File: src/rtl/fifo_write_sched_if.sv
// Bundle between the write scheduler, its four requesters and the packet writer.
// Handshakes: req[i] is held high until ack[i] pulses; fs stays high until fd is seen, and fd drops after fs does.
interface fifo_write_sched_if;
    logic [3:0]  req;
    logic [47:0] len_bus;
    logic [3:0]  ack;
    logic [3:0]  gnt;
    logic        fs;
    logic        fd;
    logic [11:0] data_len;
    logic [15:0] part;
    logic        err;
    logic [7:0]  so;

    modport master (
        input  req, len_bus, fd,
        output ack, gnt, fs, data_len, part, err, so
    );

    modport slave (
        output req, len_bus, fd,
        input  ack, gnt, fs, data_len, part, err, so
    );
endinterface

File: src/rtl/fifo_write_sched.sv
// Round-robin scheduler sharing one packet writer among four sources,
// with header/sequence generation and a watchdog on the writer's done.
module fifo_write_sched #(
    parameter int unsigned TO_CYC = 4096
) (
    input logic                clk,
    input logic                rst,
    fifo_write_sched_if.master bus
);
    typedef enum logic [7:0] {
        S_IDLE  = 8'h01,
        S_ARB   = 8'h02,
        S_START = 8'h04,
        S_WAIT  = 8'h08,
        S_DONE  = 8'h10,
        S_FAIL  = 8'h20
    } state_t;

    localparam logic [15:0] TO_LAST = 16'(TO_CYC - 1);

    state_t      state_q;
    logic [3:0]  gnt_q;
    logic [3:0]  ack_q;
    logic        err_q;
    logic [11:0] data_len_q;
    logic [15:0] part_q;
    logic [13:0] seq_q;
    logic [1:0]  ptr_q;
    logic [1:0]  win_q;
    logic [15:0] cnt_q;

    logic        found_d;
    logic [1:0]  win_d;
    logic [11:0] len_d;

    // Search starts at ptr and wraps; 2-bit index arithmetic does the wrap.
    always_comb begin
        found_d = 1'b0;
        win_d   = ptr_q;
        for (int k = 0; k < 4; k++) begin
            if (!found_d && bus.req[ptr_q + 2'(k)]) begin
                found_d = 1'b1;
                win_d   = ptr_q + 2'(k);
            end
        end
        len_d = bus.len_bus[32'(win_d) * 12 +: 12];
    end

    always_ff @(posedge clk) begin
        if (!rst) begin
            state_q    <= S_IDLE;
            gnt_q      <= '0;
            ack_q      <= '0;
            err_q      <= 1'b0;
            data_len_q <= '0;
            part_q     <= '0;
            seq_q      <= '0;
            ptr_q      <= '0;
            win_q      <= '0;
            cnt_q      <= '0;
        end else begin
            ack_q <= '0;
            err_q <= 1'b0;
            case (state_q)
                S_IDLE: begin
                    gnt_q <= '0;
                    if (|bus.req) state_q <= S_ARB;
                end
                S_ARB: begin
                    if (found_d) begin
                        gnt_q      <= 4'b0001 << win_d;
                        win_q      <= win_d;
                        data_len_q <= len_d;
                        part_q     <= {win_d, seq_q};
                        // Zero-length grants complete at once and consume no sequence number.
                        if (len_d == 12'd0) begin
                            state_q <= S_DONE;
                            ack_q   <= 4'b0001 << win_d;
                            ptr_q   <= win_d + 2'd1;
                        end else begin
                            state_q <= S_START;
                        end
                    end else begin
                        state_q <= S_IDLE;
                    end
                end
                S_START: begin
                    cnt_q   <= '0;
                    state_q <= S_WAIT;
                end
                S_WAIT: begin
                    cnt_q <= cnt_q + 16'd1;
                    if (bus.fd) begin
                        state_q <= S_DONE;
                        ack_q   <= 4'b0001 << win_q;
                        ptr_q   <= win_q + 2'd1;
                        seq_q   <= seq_q + 14'd1;
                    end else if (cnt_q == TO_LAST) begin
                        state_q <= S_FAIL;
                        err_q   <= 1'b1;
                        ptr_q   <= win_q + 2'd1;
                    end
                end
                S_DONE, S_FAIL: begin
                    // Linger until the writer has seen fs drop and released fd.
                    if (!bus.fd) begin
                        gnt_q   <= '0;
                        state_q <= S_IDLE;
                    end
                end
                default: begin
                    gnt_q   <= '0;
                    state_q <= S_IDLE;
                end
            endcase
        end
    end

    assign bus.fs       = (state_q == S_START) || (state_q == S_WAIT);
    assign bus.so       = state_q;
    assign bus.gnt      = gnt_q;
    assign bus.ack      = ack_q;
    assign bus.err      = err_q;
    assign bus.data_len = data_len_q;
    assign bus.part     = part_q;
endmodule

File: src/flat_wrapper.sv
// flat-port wrapper written by rule: the top's interface ports become plain ports
module fifo_write_sched_flat 
#(
    parameter int unsigned TO_CYC = 4096
)
  (clk, rst, bus_req, bus_len_bus, bus_fd, bus_ack, bus_gnt, bus_fs, bus_data_len, bus_part, bus_err, bus_so);
  fifo_write_sched_if bus_i ();
  input logic clk;
  input logic rst;
  input wire logic [$bits(bus_i.req)-1:0] bus_req;
  input wire logic [$bits(bus_i.len_bus)-1:0] bus_len_bus;
  input wire logic [$bits(bus_i.fd)-1:0] bus_fd;
  output wire logic [$bits(bus_i.ack)-1:0] bus_ack;
  output wire logic [$bits(bus_i.gnt)-1:0] bus_gnt;
  output wire logic [$bits(bus_i.fs)-1:0] bus_fs;
  output wire logic [$bits(bus_i.data_len)-1:0] bus_data_len;
  output wire logic [$bits(bus_i.part)-1:0] bus_part;
  output wire logic [$bits(bus_i.err)-1:0] bus_err;
  output wire logic [$bits(bus_i.so)-1:0] bus_so;
  assign bus_i.req = bus_req;
  assign bus_i.len_bus = bus_len_bus;
  assign bus_i.fd = bus_fd;
  assign bus_ack = bus_i.ack;
  assign bus_gnt = bus_i.gnt;
  assign bus_fs = bus_i.fs;
  assign bus_data_len = bus_i.data_len;
  assign bus_part = bus_i.part;
  assign bus_err = bus_i.err;
  assign bus_so = bus_i.so;
  fifo_write_sched #(.TO_CYC(TO_CYC)) u_core (.clk(clk), .rst(rst), .bus(bus_i));
endmodule
File: config.mk
export PLATFORM = sky130hd
export DESIGN_NAME = fifo_write_sched_flat
export DESIGN_NICKNAME = d
export VERILOG_FILES = /design/src/rtl/fifo_write_sched_if.sv /design/src/rtl/fifo_write_sched.sv /design/src/flat_wrapper.sv
export SDC_FILE = /design/constraint.sdc
export NUM_CORES = 1
export LEC_CHECK = 0
export BUFFER_PORTS_ARGS = -buffer_cell sky130_fd_sc_hd__buf_2
export CAP_MARGIN = 20
export CORE_ASPECT_RATIO = 0.7
export CORE_UTILIZATION = 35
export DETAILED_ROUTE_END_ITERATION = 8
export GPL_TIMING_DRIVEN = 0
export PLACE_DENSITY = 0.59
export SKIP_LAST_GASP = 1
export SYNTH_ARGS = -nofsm -noshare
export SYNTH_HDL_FRONTEND = slang
export SYNTH_SLANG_ARGS = --single-unit
File: constraint.sdc
create_clock -name clk -period 2.9 [get_ports clk]
set_input_delay 0.58 -clock clk [delete_from_list [all_inputs] [get_ports clk]]
set_output_delay 0.58 -clock clk [all_outputs]
set_load 0.02 [all_outputs]
==> results of run 1 <==
critical path: cells and delay by family (launching register included):
family        cells  cell delay [ps]
simple gates      3              830
buf+inv           3              670
flops             1              380
layer usage:
metal | track usage (%) | routed length (µm)
met5 | 0 | 0
met3 | 4.86 | 722
met4 | 4.02 | 91
met2 | 29.7 | 4620
met1 | 28.0 | 5670
through the flow:
step	cells	hold slack (ps)	power, mW	utilization (%)	area (µm²)
finish	737	454	2.62	46.7	4960
global route	737	476	2.71	46.7	4960
CTS	736	457	2.64	46.5	4940
detailed placement	719	449	1.42	43.3	4610
global placement	719	444	1.41	43.3	4610
floorplan	473	444	1.30	-	3930
synth_stat cells, types with 3 or more instances:
library cell / instances / area share [%]
sky130_fd_sc_hd__o211ai_1: 5 / 0.96
sky130_fd_sc_hd__or4_1: 3 / 0.57
sky130_fd_sc_hd__inv_1: 7 / 0.67
sky130_fd_sc_hd__a41oi_1: 3 / 0.67
sky130_fd_sc_hd__xor2_1: 8 / 1.8
sky130_fd_sc_hd__mux2_2: 5 / 1.4
sky130_fd_sc_hd__clkbuf_1: 13 / 1.2
sky130_fd_sc_hd__nand3_1: 21 / 2.7
sky130_fd_sc_hd__o211a_1: 4 / 1.0
sky130_fd_sc_hd__o21ai_0: 16 / 2.0
sky130_fd_sc_hd__nor2b_1: 4 / 0.64
sky130_fd_sc_hd__nor3_1: 4 / 0.51
sky130_fd_sc_hd__nor2_1: 51 / 4.9
sky130_fd_sc_hd__clkbuf_8: 4 / 1.4
sky130_fd_sc_hd__a21boi_0: 4 / 0.76
sky130_fd_sc_hd__a31oi_1: 4 / 0.64
sky130_fd_sc_hd__and2_1: 9 / 1.4
sky130_fd_sc_hd__mux2_4: 3 / 1.1
sky130_fd_sc_hd__nand2_1: 77 / 7.4
sky130_fd_sc_hd__nor4_1: 7 / 1.1
sky130_fd_sc_hd__dfxtp_1: 75 / 38
sky130_fd_sc_hd__nand4_1: 9 / 1.4
sky130_fd_sc_hd__or3_1: 8 / 1.3
sky130_fd_sc_hd__buf_6: 3 / 0.86
sky130_fd_sc_hd__and3_1: 8 / 1.3
sky130_fd_sc_hd__mux2i_1: 20 / 5.1
sky130_fd_sc_hd__a21oi_1: 39 / 5.0
sky130_fd_sc_hd__a22oi_1: 5 / 0.96
sky130_fd_sc_hd__xnor2_1: 5 / 1.1
final timing paths:
path	slack, ps	end	cells after the start
worst min-delay path	450	u_core.bus.part[12]$_SDFFE_PN0P_	2
worst max register to register	230	u_core.bus.so[4]$_SDFFE_PN0P_	9
worst min register to register	450	u_core.bus.part[12]$_SDFFE_PN0P_	2
worst max-delay path	100	bus_fs	6
final cells by class:
class / count / share of cell area, %
inverter: 7 / 0.530
clock inverter: 6 / 1.79
sequential: 75 / 30.3
clock buffer: 10 / 4.82
multi-input combinational: 365 / 44.7
tap: 148 / 3.73
buffer: 26 / 3.98
timing repair buffer: 100 / 10.2
flip-flops by register name, indices dropped and copies added, names as in the netlist:
register / count
u_core.bus.data_len: 12
u_core.bus.so: 6
u_core.bus.gnt: 4
u_core.bus.part: 15
u_core.seq_q: 14
u_core.ptr_q: 2
u_core.bus.err: 1
u_core.cnt_q: 16
u_core.win_q: 1
u_core.bus.ack: 4
kinds of logic after synthesis:
| kind of cell | Yosys count | synth area share [%] |
|---|---|---|
| buf+inv | 33 | 5.70 |
| other cells | 1 | 0.0955 |
| compound gates | 96 | 15.6 |
| xor+xnor | 13 | 2.90 |
| flops | 75 | 38.2 |
| simple gates | 224 | 29.1 |
| fa+ha+maj | 2 | 0.637 |
| mux | 28 | 7.68 |
layout by cell type, fill, tap and decap left out, drive strengths merged, types with 9 or more instances in the layout:
master | netlist | layout
buf | 9 | 109
nand2 | 78 | 78
dfxtp | 75 | 75
nor2 | 51 | 51
a21oi | 40 | 40
clkbuf | 17 | 27
nand3 | 22 | 22
mux2i | 20 | 20
o21ai | 18 | 18
nand4 | 11 | 11
and3 | 10 | 10
and2 | 9 | 9
power breakdown:
group,total (mW),internal (mW),switching (mW)
logic,0.328,0.135,0.193
registers,1.07,1.05,0.0229
clock network,1.22,0.776,0.445
total,2.62,1.96,0.661
timing repair:
item                       in CTS  in global routing
resized for setup               0                  2
pin swaps                       1                  1
buffers inserted                1                  1
setup endpoints to repair       1                  4
==> run summary, run 1 <==
The sequential area share after synthesis was 38.2%; the largest fanout on the critical path was 7. The run gives 65 as the number of different library cells in the post-synthesis netlist. The flow ran to the end, and the final reports show no timing, DRC or antenna violations.

The tools report the leftover overflow at the end of global routing as 0. The die is 90.6 µm tall. Post-synthesis instance total: 472. Walking the worst path, the cells encountered are nor4_2, nand3b_1, and2_1, clkbuf_1, inv_1, buf_2. The worst setup path is of the flip-flop to primary output kind.

Counting flops with an async set or reset pin after synthesis yields a share of 0%. In this run, the number of DRC markers left after iteration 0 of detailed routing was 188. The tools report the layout filler cell count as 1079.

During placement, the flow inserted port buffers numbering 98. A synthesized cell averages 8.32 µm². The synthesized flop and latch total is 75, and the global-route wire length before repair is 18000 µm. Final critical path time including I/O delays and setup: 2800 ps.

The power per cell area was 528 mW/mm²; the overall die area was 0.0117 mm². The routed length per placed instance is 15.1 µm, and the slew at the pin closest to its max-slew limit is 687 ps. The type of element capturing the critical path was a primary output. The part of the cycle the worst path needs is 96.6%. The kind of path behind the tightest hold check was flip-flop to flip-flop. The largest buffer count on any clock path was 2.

The dominant register cell in the synthesized netlist was sky130_fd_sc_hd__dfxtp_1. The run gives 0 as the number of hold violations in the final report. The pin count of the biggest net entering global routing was 14; the number of synthesized flops with an enable pin was 0. The core region area is 0.0106 mm². For the count of pins over their slew limit, the log shows 0. The final setup slack of the worst path is 97.2 ps.

Cell chosen for the clock root: sky130_fd_sc_hd__clkbuf_16. The floorplan step set the die width to 129 µm. The layout cell share with drive strength beyond 1 was 27.0%; the register area was 0.00150 mm². The count of hold buffers inserted by post-cts repair was 0. Global routing used 19.7% of the available tracks across all layers. TritonCTS built the clock tree.

Clock latency at the later pin of the worst-skew pair: 340 ps. Max-cap violations in this run came to 0. In this run the critical register-to-register path is launched from u_core.bus.so[2]$_SDFFE_PN0P_.

Before CTS, the worst setup slack after placement is -140 ps. The via count of the first global-routing pass came out at 3545. Standard-cell row count: 31. 0 antenna diodes ended up in the layout. The worst-case IR drop observed on VDD is 0.253 mV. The count of unresolved DRC violations after routing is 0. The first detailed-routing pass took 4 iterations. For the sink count of the clock tree, the log shows 75. Setup repair after global routing left no endpoint under its margin.

At the worst endpoint, the required time is 2320 ps. The maximum cell stage delay along the critical path is 390 ps. Pin placement for this block handled 101 I/O pins. The worst min-delay path startpoint is u_core.bus.part[12]$_SDFFE_PN0P_. In this run the remaining antenna-violating nets after routing total 0. For the signal arrival time at the worst endpoint, the log shows 2220 ps. After routing, the total negative slack on setup checks comes to 0 ps. The number of nets in the layout was 641; the area taken by multi-input logic gates was 0.00222 mm². The logs give 3 for the total number of H-tree levels and 0 for the final setup violation count. After legalization and detailed placement, the total HPWL measured 8230 µm. The number of warning messages in the yosys log is 0.

For this run, the top clock speed supported by timing is 0.357 GHz. The initial utilization of the core area, before any placement, comes to 37.0%. After detailed routing, the number of vias per cell comes to 5.12.

Between clock sinks in the finished design, the worst skew comes to 5.80 ps. STA classifies the critical path startpoint as a flip-flop. The initial antenna violation count came out at 0. After clock tree synthesis, the clock-pin slew on the worst setup and hold paths is 60 ps.

The worst pin sits at a relative slew slack of 53.8%. The number of buffers created by CTS is 9, and the leakage power total is 2.12 nW. The synthesized area came out at 0.00393 mm². The run gives 11100 µm as the total wire length. At the end of routability-driven placement, the weighted congestion stood at 0.827. The slowest stage of the critical path belongs to the cell sky130_fd_sc_hd__nor4_2. The area growth from synthesis to layout is 26.3%. In this run the worst setup path begins at u_core.bus.so[1]$_SDFFE_PN0P_. For the total vias in the final route, the log shows 3777.
Power figures use the tool's default switching activity.
==> inputs of run 2 (changes only) <==
--- a/constraint.sdc
+++ b/constraint.sdc
@@ -3,2 +3,2 @@
 set_output_delay 0.58 -clock clk [all_outputs]
-set_load 0.02 [all_outputs]
+set_load 0.1 [all_outputs]
==> run summary, run 2 (synthesized netlist as in run 1, its figures left out) <==
The flow ran to the end, and the final reports show no timing, DRC or antenna violations. The last weighted congestion value of the routability-driven placer is 0.803 (-2.8%). Compared with the post-synthesis result, the final layout area differs by 25.5%. The global-route wire length before repair came out at 17400 µm (-3.2%). Final antenna-violating net count: 0 (unchanged). The tools report the type of element capturing the critical path as a primary output. The logs give 3 (unchanged) for the total number of H-tree levels and 0.00462 mm² (+0.24%) for the total cell area at the placement stage. The tools report the number of hold violations in the final report as 0 (unchanged).

The most used routing layer in global routing was met2. The run gives -83.1 ps (+57.3 ps) as the worst setup slack before clock tree synthesis. STA classifies the critical path startpoint as a flip-flop. The largest buffer count on any clock path was 2 (unchanged); the area taken by multi-input logic gates was 0.00221 mm² (-0.28%).

The maximum cell stage delay along the critical path was 350 ps (-40 ps); the peak supply drop was 0.319 mV (+26%). For the number of DRC markers in iteration 0, the log shows 182 (-3.2%). Detailed-router iteration count before antenna repair: 5 (+1). The tools report the count of pins over their slew limit as 0 (unchanged).

The power per cell area is 533 mW/mm² (+0.92%). The HPWL after detailed placement is 8240 µm (+0.14%). Leaving out fill and tap cells, the most frequent cell in the layout is sky130_fd_sc_hd__buf_2. The number of diodes added for antenna fixing was 0 (unchanged); the via count of the first global-routing pass was 3443 (-2.9%).

Core region area: 0.0106 mm² (unchanged). Leakage power total: 2.09 nW (-1.2%). The slew at the pin closest to its max-slew limit was 1040 ps (+350 ps).

Floorplan die width: 129 µm (unchanged). The number of buffers created by CTS was 9 (unchanged). For the count of unresolved DRC violations after routing, the log shows 0 (unchanged). The pin count of the biggest net entering global routing was 14 (unchanged). The clock transition at the registers of the reported paths is 60 ps (about the same).

The post-route non-filler standard cell count was 736 (-0.14%); the largest fanout on the critical path was 7 (unchanged). Among cell families on the critical path, the largest total delay comes from simple AND/OR/NAND/NOR gates. In this run the clock root is driven by a sky130_fd_sc_hd__clkbuf_16. For the leftover overflow at the end of global routing, the log shows 0 (unchanged).

Setup repair after global routing left no endpoint under its margin. The final standard cell area without fillers was 0.00493 mm² (-0.68%). Part of the cycle the worst path needs: 93.8% (-2.9 points). The layout filler cell count was 1085 (+0.56%); the signal arrival time at the worst endpoint was 2140 ps (-80 ps).

The final setup violation count is 0 (unchanged), and the max-slew headroom at the worst pin is 30.2% (-24 points). The tools report the register area as 0.00151 mm² (+0.50%). The number of nets in the layout was 640 (-0.16%); the overall die area was 0.0117 mm² (unchanged). The number of vias per cell after detailed routing is 5.10 (-0.47%). The run gives 0.368 GHz (+3.1%) as the fmax. The number of buffers inserted by port buffering came out at 98 (unchanged). Combined buffer and inverter count along the critical path: 3 (unchanged). The final critical path time including I/O delays and setup is 2720 ps (-83.8 ps), and the layout cell share with drive strength beyond 1 is 27.7% (+0.73 points). The tightest min-delay check is of the flip-flop to flip-flop type. The logs give 0 (unchanged) for the count of hold buffers inserted by post-cts repair and 18.8% (-0.88 points) for the global-route usage over all layers. The worst hold slack is 452 ps (-1.54 ps). TritonCTS built the clock tree. The clock latency at the later pin of the worst-skew pair came out at 330 ps (about the same). The routed length per placed instance works out to 14.7 µm (-2.5%). Ranked by flip-flop count, first place goes to u_core.cnt_q. Walking the worst path, the cells encountered are nor4_2, nand3b_1, and2_1, clkbuf_1, clkinvlp_4, buf_4. The tools report the total vias in the final route as 3754 (-0.61%). The category of the most critical setup path is flip-flop to primary output. Final-layout setup total negative slack: 0 ps (unchanged). The setup skew after layout is 8.02 ps (+2.21 ps), and the final setup slack of the worst path is 181 ps (+83.8 ps). The run gives 0 (unchanged) as the initial antenna violation count.

Effective utilization at floorplan: 37.0% (unchanged). The sink count of the clock tree was 75 (unchanged); the flip-flop count of the largest register, all copies and words added was 16 (unchanged). The top cell types in the final layout, fill and taps aside, are sky130_fd_sc_hd__buf_2, sky130_fd_sc_hd__nand2_1, sky130_fd_sc_hd__dfxtp_1. The die height was 90.6 µm (unchanged); the number of violations of the max-capacitance limit was 0 (unchanged). The instance count after placement with tap cells included came out at 719 (unchanged). Number of placed I/O pins: 101 (unchanged).

The worst path required time was 2320 ps (about the same). The met1 usage in global routing was 27.8% (-0.28 points); the total wire length was 10800 µm (-2.6%). The logs give 31 (unchanged) for the standard-cell row count and 27.9% (-1.8 points) for the global-route met2 utilization. The slowest cell on the critical path was sky130_fd_sc_hd__dfxtp_2. The met3 layer usage reported by global route is 2.78% (-2.1 points).
-- run 2: worst min-delay path, cell delays in order, from the launching register on --
cell,delay (ps)
sky130_fd_sc_hd__dfxtp_1,310
sky130_fd_sc_hd__nand2_1,50
sky130_fd_sc_hd__a21oi_1,50
-- run 2: path summary, 6_finish.rpt --
kind,from,endpoint,slack (ps),cells past startpoint
worst max-delay path,u_core.bus.so[1]$_SDFFE_PN0P_,bus_fs,180,6
worst min-delay path,u_core.bus.data_len[8]$_SDFFE_PN0P_,u_core.bus.data_len[8]$_SDFFE_PN0P_,450,2
worst max register to register,u_core.bus.so[2]$_SDFFE_PN0P_,u_core.bus.ack[1]$_SDFF_PN0_,260,8
worst min register to register,u_core.bus.data_len[8]$_SDFFE_PN0P_,u_core.bus.data_len[8]$_SDFFE_PN0P_,450,2
-- run 2: layout make-up --
| cell class | instances | area share [%] |
|---|---|---|
| Buffer | 26 | 4.01 |
| Clock buffer | 10 | 4.65 |
| Clock inverter | 6 | 1.32 |
| Inverter | 7 | 0.609 |
| Multi-Input combinational cell | 365 | 44.9 |
| Sequential cell | 75 | 30.6 |
| Tap cell | 148 | 3.76 |
| Timing Repair Buffer | 99 | 10.2 |
-- run 2: timing repair --
item	CTS	global route
setup endpoints to repair	1	2
gates resized for setup	1	1
setup buffers	1	0
pin swaps	1	0
-- run 2: layer usage --
metal | vias up | part of all wire, %
met4 | 0 | 0.97
met3 | 9 | 6.5
met2 | 118 | 41
met1 | 1734 | 51
li1 | 1893 | -
met5 | - | 0
-- run 2: per-stage QoR --
| stage | total power, mW | utilization (%) |
|---|---|---|
| 3_5_place_dp | 1.54 | 43.5 |
| 4_1_cts | 2.64 | 46.3 |
| 3_3_place_gp | 1.53 | 43.5 |
| 5_1_grt | 2.72 | 46.4 |
| 2_1_floorplan | 1.42 | - |
| 6_report | 2.63 | 46.4 |
-- run 2: report_power, final --
| part | leakage [nW] | switching (mW) | internal (mW) |
|---|---|---|---|
| clock | 0.143 | 0.441 | 0.668 |
| combinational | 1.34 | 0.311 | 0.135 |
| sequential | 0.607 | 0.0214 | 1.05 |
| total | 2.09 | 0.774 | 1.85 |
==> inputs of run 3 (changes only) <==
Settings changed: CELL_PAD_IN_SITES_DETAIL_PLACEMENT set to 1, CELL_PAD_IN_SITES_GLOBAL_PLACEMENT set to 1, PLACE_DENSITY 0.59 to 0.75.
Clock period 2.9 ns to 3.4 ns, I/O delays scaled along.
==> run summary, run 3 (synthesized netlist as in run 1, its figures left out) <==
The run gives 2.33 mW (-11%) as the total power after layout. The number of buffers inserted by port buffering came out at 98 (unchanged). The share of the core filled with cells in the final layout is 46.4% (+0.059 points), and the overall die area is 0.0117 mm² (unchanged). The worst reg-to-reg path cell count is 8 (unchanged).

The number of violations of the max-capacitance limit was 0 (unchanged); the count of hold buffers inserted by post-cts repair was 0 (unchanged). The tools report the signal arrival time at the worst endpoint as 2530 ps (+390 ps). The tools report the cell chosen for the clock root as sky130_fd_sc_hd__clkbuf_16. The total vias in the final route is 3847 (+2.5%). Setup repair after global routing left no endpoint under its margin. The largest buffer count on any clock path was 2 (unchanged); the global-route usage over all layers was 22.9% (+4.1 points).

The layout cell share with drive strength beyond 1 came out at 26.5% (-1.2 points). Die height: 90.6 µm (unchanged). For hold timing, the worst endpoint is u_core.bus.part[11]$_SDFFE_PN0P_. The part of the cycle the worst path needs was 94.5%. The startpoint identified for the worst hold timing path is u_core.bus.part[11]$_SDFFE_PN0P_. The run gives 37.0% (unchanged) as the effective utilization at floorplan. The library cells used most frequently in the layout, excluding fill and tap cells, are sky130_fd_sc_hd__buf_2, sky130_fd_sc_hd__nand2_1, sky130_fd_sc_hd__dfxtp_1.

The run gives 3904 (+13%) as the via count of the first global-routing pass. The number of nets in the layout is 640 (unchanged). Category of the most critical setup path: flip-flop to primary output. The logs give 20600 µm (+18%) for the global-route wire length before repair and 0.805 (+0.17%) for the last weighted congestion value of the routability-driven placer. Static timing analysis puts the maximum clock frequency at 0.311 GHz. Number of vias per cell after detailed routing: 5.23 (+2.5%).

The worst setup path is launched from a flip-flop. Flip-flop count of the largest register, all copies and words added: 16 (unchanged). The final setup violation count is 0 (unchanged). For the core region area, the log shows 0.0106 mm² (unchanged).

The leading cell type in the layout, fill and taps excluded was sky130_fd_sc_hd__buf_2. For the final-layout setup total negative slack, the log shows 0 ps (unchanged). For the number of buffers created by CTS, the log shows 9 (unchanged). The sink count of the clock tree is 75 (unchanged), and the HPWL after detailed placement is 9470 µm (+15%). The number of diodes added for antenna fixing was 0 (unchanged); the standard-cell row count was 31 (unchanged).

TritonCTS built the clock tree. The run gives 216 ps (+299 ps) as the worst setup slack before clock tree synthesis. The clock latency at the later pin of the worst-skew pair is 340 ps (about the same), and the total number of H-tree levels is 3 (unchanged).

The run gives 12600 µm (+17%) as the total wire length. The run finished with clean final reports. For the initial antenna violation count, the log shows 0 (unchanged). The run gives 610 ps (+350 ps) as the slack of the worst reg-to-reg path. Final setup slack of the worst path: 186 ps (+5.51 ps). For the number of placed I/O pins, the log shows 101 (unchanged).

The clock transition at the registers of the reported paths was 60 ps (about the same). The setup skew after layout was 6.86 ps (-1.15 ps). The count of unresolved DRC violations after routing was 0 (unchanged); the floorplan die width was 129 µm (unchanged). The number of DRC markers in iteration 0 was 169 (-7.1%).

The logs give 459 ps (+6.30 ps) for the worst hold slack and 0 (unchanged) for the final antenna-violating net count. The run gives 2.10 nW (+0.56%) as the leakage power total. The run gives 0 (unchanged) as the count of pins over their slew limit.

STA classifies the critical path endpoint as a primary output. The cell depth of the worst min-delay path came out at 2 (unchanged). The most flop-heavy register is u_core.cnt_q. The detailed-router iteration count before antenna repair came out at 6 (+1). For the finished layout, the period the worst path requires is 3210 ps. The number of hold violations in the final report was 0 (unchanged); the signed area change from the synthesized netlist to the final layout was 25.6%.

The largest fanout on the critical path came out at 7 (unchanged). The tools report the worst path required time as 2720 ps (+400 ps). The worst hold path belongs to the class flip-flop to flip-flop.

Slew at the pin closest to its max-slew limit: 947 ps (-90.0 ps). The pin count of the biggest net entering global routing was 14 (unchanged); the leftover overflow at the end of global routing was 0 (unchanged). The tools report the end of the worst register-to-register path as u_core.bus.ack[1]$_SDFF_PN0_.

Max-slew headroom at the worst pin: 36.3% (+6.1 points). The peak supply drop is 0.376 mV (+18%), and the power per cell area is 472 mW/mm² (-11%). The worst register-to-register path begins at u_core.bus.so[2]$_SDFFE_PN0P_. The routed length per placed instance is 17.2 µm (+17%).
run 3: cell count changes in the layout (fill, tap and decap cells not counted), sizes merged:
cell and delta:
clkinv -1, clkbuf -1, clkinvlp +1, bufinv +1
run 3: final cells by class:
cell class	instances	area, µm²
Inverter	7	26.3
Multi-Input combinational cell	365	2210
Fill cell	1329	5690
Tap cell	148	185
Clock buffer	9	225
Sequential cell	75	1500
Clock inverter	7	92.6
Timing Repair Buffer	99	500
Buffer	26	198
run 3: how the worst max path moves through the flow:
| stage | from | cells after the start | to | slack (ps) |
|---|---|---|---|---|
| floorplan | u_core.bus.so[4]$_SDFFE_PN0P_ | 5 | bus_fs | 260 |
| global placement | bus_req[0] | 11 | u_core.bus.ack[1]$_SDFF_PN0_ | 290 |
| finish | u_core.bus.so[1]$_SDFFE_PN0P_ | 6 | bus_fs | 190 |
| CTS | u_core.bus.so[1]$_SDFFE_PN0P_ | 6 | bus_fs | 170 |
| global route | u_core.bus.so[1]$_SDFFE_PN0P_ | 6 | bus_fs | 50 |
| detailed placement | bus_req[0] | 11 | u_core.bus.ack[1]$_SDFF_PN0_ | 220 |
run 3: critical path, stage by stage (launching register included):
cell and delay, ps:
sky130_fd_sc_hd__dfxtp_1 390, sky130_fd_sc_hd__nor4_1 510, sky130_fd_sc_hd__nand3b_1 270, sky130_fd_sc_hd__and2_1 210
sky130_fd_sc_hd__clkbuf_1 190, sky130_fd_sc_hd__inv_1 270, sky130_fd_sc_hd__buf_4 350
run 3: metal layers:
metal  global-route usage (%)  vias to the layer above  share of wire (%)
li1                         -                     1886                  -
met1                     31.0                     1854                 49
met2                     36.2                       98                 45
met3                     5.27                        9                5.9
met4                     6.37                        0               0.85
met5                        0                        -                  0
run 3: repair_timing:
| action | CTS | global route |
|---|---|---|
| resized for setup | 1 | 0 |
| endpoints found under the setup margin | 1 | 0 |
| setup buffers | 1 | 0 |
run 3: report_power, final:
part	switching, mW	total (mW)	internal [mW]
sequential	0.0199	0.914	0.894
clock	0.387	1.03	0.639
combinational	0.274	0.389	0.114
total	0.681	2.33	1.65
run 3: metrics by stage:
stage | cells | cell area (µm²)
2_1_floorplan | 473 | 3930
3_3_place_gp | 719 | 4610
3_5_place_dp | 719 | 4610
4_1_cts | 736 | 4930
5_1_grt | 736 | 4930
6_report | 736 | 4930
